## config.mk

```make
export PLATFORM = sky130hd
export DESIGN_NAME = am_class_sequencer
export DESIGN_NICKNAME = d
export VERILOG_FILES = /design/src/rtl/am_class_sequencer.sv
export SDC_FILE = /design/constraint.sdc
export NUM_CORES = 1
export LEC_CHECK = 0
export ABC_AREA = 0
export CAP_MARGIN = 20
export CORE_AREA = 2 2 421 423
export CTS_CLUSTER_SIZE = 10
export DETAILED_ROUTE_END_ITERATION = 6
export DIE_AREA = 0 0 423 425
export GPL_TIMING_DRIVEN = 0
export PLACE_DENSITY = 0.48
export SYNTH_ARGS = -nofsm -noshare
export SYNTH_HDL_FRONTEND = slang
export SYNTH_SLANG_ARGS = --single-unit
```

## constraint.sdc

```tcl
create_clock -name clk_i -period 81.7 [get_ports clk_i]
set_input_delay 8.17 -clock clk_i [delete_from_list [all_inputs] [get_ports clk_i]]
set_output_delay 8.17 -clock clk_i [all_outputs]
set_load 0.01 [all_outputs]
```

## src/rtl/am_class_sequencer.sv

```systemverilog
// Class-HV sequencer: streams class HVs from SRAM into assoc_mem via a 2-entry skid FIFO.
// Optional stall counter port enabled by defining AM_SEQ_PERF_CNT_EN.
module am_class_sequencer #(
  parameter int unsigned HVDimension     = 512,
  parameter int unsigned DataWidth       = 8,
  parameter int unsigned AddrWidth       = 10,
  parameter int unsigned ExtCounterWidth = 5,
  parameter int unsigned MaxClasses      = 32
) (
  input  logic                       clk_i,
  input  logic                       rst_ni,
  input  logic                       start_i,
  input  logic                       abort_i,
  input  logic [DataWidth-1:0]       num_class_i,
  input  logic                       extend_enable_i,
  input  logic [ExtCounterWidth-1:0] extend_count_i,
  input  logic [AddrWidth-1:0]       base_addr_i,
  output logic                       busy_o,
  output logic                       done_o,
  output logic                       error_o,
  output logic                       mem_req_o,
  output logic [AddrWidth-1:0]       mem_addr_o,
  input  logic [HVDimension-1:0]     mem_rdata_i,
  output logic [HVDimension-1:0]     class_hv_o,
  output logic                       class_hv_valid_o,
`ifdef AM_SEQ_PERF_CNT_EN
  output logic [15:0]                perf_stall_cnt_o,
`endif
  input  logic                       class_hv_ready_i
);

  typedef enum logic [1:0] {
    S_IDLE,
    S_RUN,
    S_DRAIN
  } state_e;

  state_e                     r_state;
  logic [DataWidth-1:0]       r_num_class;
  logic                       r_ext_en;
  logic [ExtCounterWidth-1:0] r_ext_cnt;
  logic [AddrWidth-1:0]       r_base;
  logic [DataWidth-1:0]       r_class_idx;
  logic [ExtCounterWidth-1:0] r_pass_idx;
  logic                       r_inflight;
  logic [HVDimension-1:0]     r_fifo [2];
  logic                       r_wr_ptr;
  logic                       r_rd_ptr;
  logic [1:0]                 r_count;
  logic                       r_done;
  logic                       r_error;

  logic                       w_valid;
  logic                       w_pop;
  logic                       w_push;
  logic [2:0]                 w_used;
  logic                       w_req;
  logic [ExtCounterWidth-1:0] w_passes;
  logic                       w_class_wrap;
  logic                       w_last_rd;
  logic                       w_last_hs;
  logic                       w_cfg_bad;
  logic                       w_start_ok;

  assign w_valid = (r_count != 2'd0);
  assign w_pop   = w_valid & class_hv_ready_i;
  assign w_push  = r_inflight;

  // A pop in this cycle frees its slot for a read issued in the same cycle.
  assign w_used = {1'b0, r_count} + {2'b0, r_inflight} - {2'b0, w_pop};
  assign w_req  = (r_state == S_RUN) && (w_used < 3'd2);

  assign w_passes     = r_ext_en ? r_ext_cnt : ExtCounterWidth'(1);
  assign w_class_wrap = (r_class_idx == r_num_class - DataWidth'(1));
  assign w_last_rd    = w_req && w_class_wrap
                     && (r_pass_idx == w_passes - ExtCounterWidth'(1));
  assign w_last_hs    = (r_state == S_DRAIN) && w_pop
                     && (r_count == 2'd1) && !r_inflight;

  assign w_cfg_bad  = (num_class_i == '0)
                   || (32'(num_class_i) > MaxClasses)
                   || (extend_enable_i && (extend_count_i == '0));
  assign w_start_ok = (r_state == S_IDLE) && start_i && !w_cfg_bad;

  assign busy_o           = (r_state != S_IDLE);
  assign done_o           = r_done;
  assign error_o          = r_error;
  assign mem_req_o        = w_req;
  assign mem_addr_o       = r_base + AddrWidth'(r_class_idx);
  assign class_hv_o       = r_fifo[r_rd_ptr];
  assign class_hv_valid_o = w_valid;

  always_ff @(posedge clk_i) begin
    if (!rst_ni) begin
      r_state     <= S_IDLE;
      r_num_class <= '0;
      r_ext_en    <= 1'b0;
      r_ext_cnt   <= '0;
      r_base      <= '0;
      r_class_idx <= '0;
      r_pass_idx  <= '0;
      r_inflight  <= 1'b0;
      r_fifo[0]   <= '0;
      r_fifo[1]   <= '0;
      r_wr_ptr    <= 1'b0;
      r_rd_ptr    <= 1'b0;
      r_count     <= 2'd0;
      r_done      <= 1'b0;
      r_error     <= 1'b0;
    end else begin
      r_done     <= 1'b0;
      r_error    <= 1'b0;
      r_inflight <= w_req;
      if (w_push) begin
        r_fifo[r_wr_ptr] <= mem_rdata_i;
        r_wr_ptr         <= ~r_wr_ptr;
      end
      if (w_pop) r_rd_ptr <= ~r_rd_ptr;
      r_count <= r_count + {1'b0, w_push} - {1'b0, w_pop};

      unique case (r_state)
        S_IDLE: begin
          if (start_i) begin
            if (w_cfg_bad) begin
              r_error <= 1'b1;
            end else begin
              r_num_class <= num_class_i;
              r_ext_en    <= extend_enable_i;
              r_ext_cnt   <= extend_count_i;
              r_base      <= base_addr_i;
              r_class_idx <= '0;
              r_pass_idx  <= '0;
              r_state     <= S_RUN;
            end
          end
        end
        S_RUN: begin
          if (!abort_i && w_req) begin
            if (w_class_wrap) begin
              r_class_idx <= '0;
              r_pass_idx  <= r_pass_idx + ExtCounterWidth'(1);
            end else begin
              r_class_idx <= r_class_idx + DataWidth'(1);
            end
            if (w_last_rd) r_state <= S_DRAIN;
          end
        end
        S_DRAIN: begin
          if (!abort_i && w_last_hs) begin
            r_state <= S_IDLE;
            r_done  <= 1'b1;
          end
        end
        default: r_state <= S_IDLE;
      endcase

      // Abort flushes the FIFO and forgets any read still in flight.
      if (abort_i && (r_state != S_IDLE)) begin
        r_state    <= S_IDLE;
        r_count    <= 2'd0;
        r_wr_ptr   <= 1'b0;
        r_rd_ptr   <= 1'b0;
        r_inflight <= 1'b0;
      end
    end
  end

`ifdef AM_SEQ_PERF_CNT_EN
  logic [15:0] r_stall_cnt;

  always_ff @(posedge clk_i) begin
    if (!rst_ni) begin
      r_stall_cnt <= 16'd0;
    end else if (w_start_ok) begin
      r_stall_cnt <= 16'd0;
    end else if (busy_o && w_valid && !class_hv_ready_i
                 && (r_stall_cnt != 16'hFFFF)) begin
      r_stall_cnt <= r_stall_cnt + 16'd1;
    end
  end

  assign perf_stall_cnt_o = r_stall_cnt;
`endif

endmodule
```

==> out/results.ini <==
[setup_path]
path_max_fanout = 4
r2r-start = r_inflight
worstPathArrival_ps = 10550
path_class = input port to output port
critPathRequiredTime_ps = 73530
start_kind = input port
r2r_slack_ps = 78580
end_kind = output port
reg2reg_depth = 9
r2r_end = r_fifo[0][364]

[logic_synthesis]
yosys_warnings = 0
synth_edf_count = 1024
yosys_register_bits = 1071
synth.distinct_cells = 47
syn_area_um2 = 46200
netlist_instances = 3050
ys_seq_area_share_pct = 68.5
ys.flop_type = edfxtp_1
async_flop_share_pct = 0
synthesis.nets = 3606
synth_area_per_cell_um2 = 15.2

[die]
core_um2 = 175000
dieArea_um2 = 180000
initial_utilization_pct = 26.4
io-pin-count = 1068
die_h_um = 425
die_w_um = 423
core.rowCount = 154

[pwr]
powerDensity_nw_per_um2 = 19.7
leakagePower_nw = 23.6
max-vdd-ir-drop_uv = 18.3

[cts]
cts_resized = 0
htreeDepth = 4
cts_tree = built
clock_path_buffers = 3
cts_buffers = 134
cts_hold_buffers = 0
cts_setup_buffers = 0
cts.sinks = 1071
clkSlewWorstSetupHoldPaths_ps = 50
cts-root-buf = clkbuf_16
clkLatencyLatePin_ps = 770

[place]
gp_congestion = 0.839
dp_slack_ps = 62960
dp_hpwl_um = 123000
port_buffers = 1067

[detailed_routing]
antenna_left = 0
wl_per_cell_um = 24.0
vias = 28900
drt_iter0_markers = 1485
vias_per_cell = 4.28
totalWireLength_um = 162000
drc_errors = 0
firstDrtPassIters = 7

[grt]
grt_usage_pct = 17.6
grt_max_degree = 55
grt_pass1_wl_um = 224000
grt_pass1_vias = 29700
grt-ovfl-total = 0
grt_antenna_before_repair = 47

[final_layout]
final_common_cell = clkdlybuf4s50_1
final_cell_mix = 1067 x clkdlybuf4s50_1, 1025 x and2_1, 1024 x edfxtp_1
nets = 4856
syn2layout_area_growth_pct = 40.5
drive_above_1_share_pct = 16.8

[worst_hold_path]
hp-start = r_base[0]
hold_path_class = flop to flop
whs_endpoint = r_base[0]
hold_path_depth = 2

[timing]
rsz0062_at_grt = no
maxSlewViolCount = 0
post-route-min-period_ps = 18720
slew_headroom_pct = 30.5
hold_violations = 0
fmax_mhz = 53.4
finalSetupViolCount = 0
worst_slack_ps = 62980
fin_skew_ps = 17.2
max_slew.worst_pin.slew_ps = 1040
finalCritPeriodShare_pct = 22.9
tns_ps = 0

[status]
status = complete, no violations

[job]
drv_cap = 0

critical path, cell delays in order:
cell	delay (ps)
clkdlybuf4s50_1	470
nand3_1	140
o21ai_0	100
ha_1	210
fa_1	400
xnor2_1	150
nor3_1	230
clkdlybuf4s50_1	660
layer usage:
layer | part of all wire (%) | GRT usage, % | routed length (µm)
met1 | 39 | 20.0 | 62400
met2 | 52 | 31.4 | 84600
met3 | 6.1 | 4.89 | 9840
met4 | 3.1 | 6.55 | 5020
met5 | 0.094 | 0 | 153
final cells by class:
cell class,count,area [µm²]
diodes,22,55.1
clock inverters,31,256
clock buffers,190,3710
flip-flops and latches,1071,31700
repair buffers,1114,11700
well taps,2340,2930
fillers,17000,110000
multi-input cells,1787,13800
inverters,14,52.6
plain buffers,178,686
flip-flops by register name, summed over array words and instances (netlist names), 2 cells and up, named ones only:
register,count
r_class_idx,8
r_num_class,8
r_count,2
r_pass_idx,5
r_state,2
r_base,10
r_ext_cnt,5
r_fifo,1024
report_power, final:
part	internal, mW	switching, mW	leakage [nW]	total (mW)
clock	0.320	0.230	1.92	0.550
sequential	0.620	0.00447	11.0	0.624
combinational	0.0591	0.0465	10.7	0.106
total	0.999	0.281	23.6	1.28
through the flow:
| stage | utilization [%] | instances | area (µm²) | power [mW] | hold slack [ps] |
|---|---|---|---|---|---|
| 6_report | 37.0 | 6747 | 65000 | 1.28 | 471 |
| 3_5_place_dp | 34.7 | 6503 | 60900 | 0.743 | 464 |
| 3_3_place_gp | 34.1 | 6457 | 59800 | 0.787 | 455 |
| 4_1_cts | 37.0 | 6724 | 64900 | 1.30 | 472 |
| 5_1_grt | 37.0 | 6740 | 64900 | 1.33 | 488 |
| 2_1_floorplan | - | 3050 | 46200 | 0.693 | 429 |
synth_stat cells (5+ instances only):
library cell	count	area (µm²)
a21boi_0	22	165
a21oi_1	12	60.1
and2_1	1025	6410
and3_1	9	56.3
clkbuf_1	173	649
dfxtp_1	47	941
edfxtp_1	1024	30700
ha_1	13	163
inv_1	14	52.6
mux2_2	512	5770
nand2_1	72	270
nand3_1	7	35.0
nand4_1	5	31.3
nor2_1	24	90.1
nor2b_1	5	31.3
nor3_1	6	30.0
o21ai_0	7	35.0
xnor2_1	18	158
xor2_1	18	158
kinds of logic (layout without fill, tap and decap cells):
family | count (synthesis) | after routing | synth area share (%)
AOI/OAI and AO/OA | 55 | 55 | 0.936
xor gates and xnor gates | 36 | 36 | 0.682
adders and majority gates | 15 | 15 | 0.438
buffers and inverters | 192 | 1527 | 1.60
DFF | 1071 | 1071 | 68.5
muxes | 512 | 512 | 12.5
other | 0 | 22 | 0
and+or+nand+nor | 1169 | 1169 | 15.3
worst max path at each step:
| stage | start | endpoint |
|---|---|---|
| 2_1_floorplan | r_inflight | r_fifo[0][0] |
| 3_3_place_gp | r_inflight | r_fifo[0][364] |
| 3_5_place_dp | class_hv_ready_i | mem_req_o |
| 4_1_cts | class_hv_ready_i | mem_req_o |
| 5_1_grt | class_hv_ready_i | mem_req_o |
| 6_report | class_hv_ready_i | mem_req_o |
(Power assumes the default switching activity.)
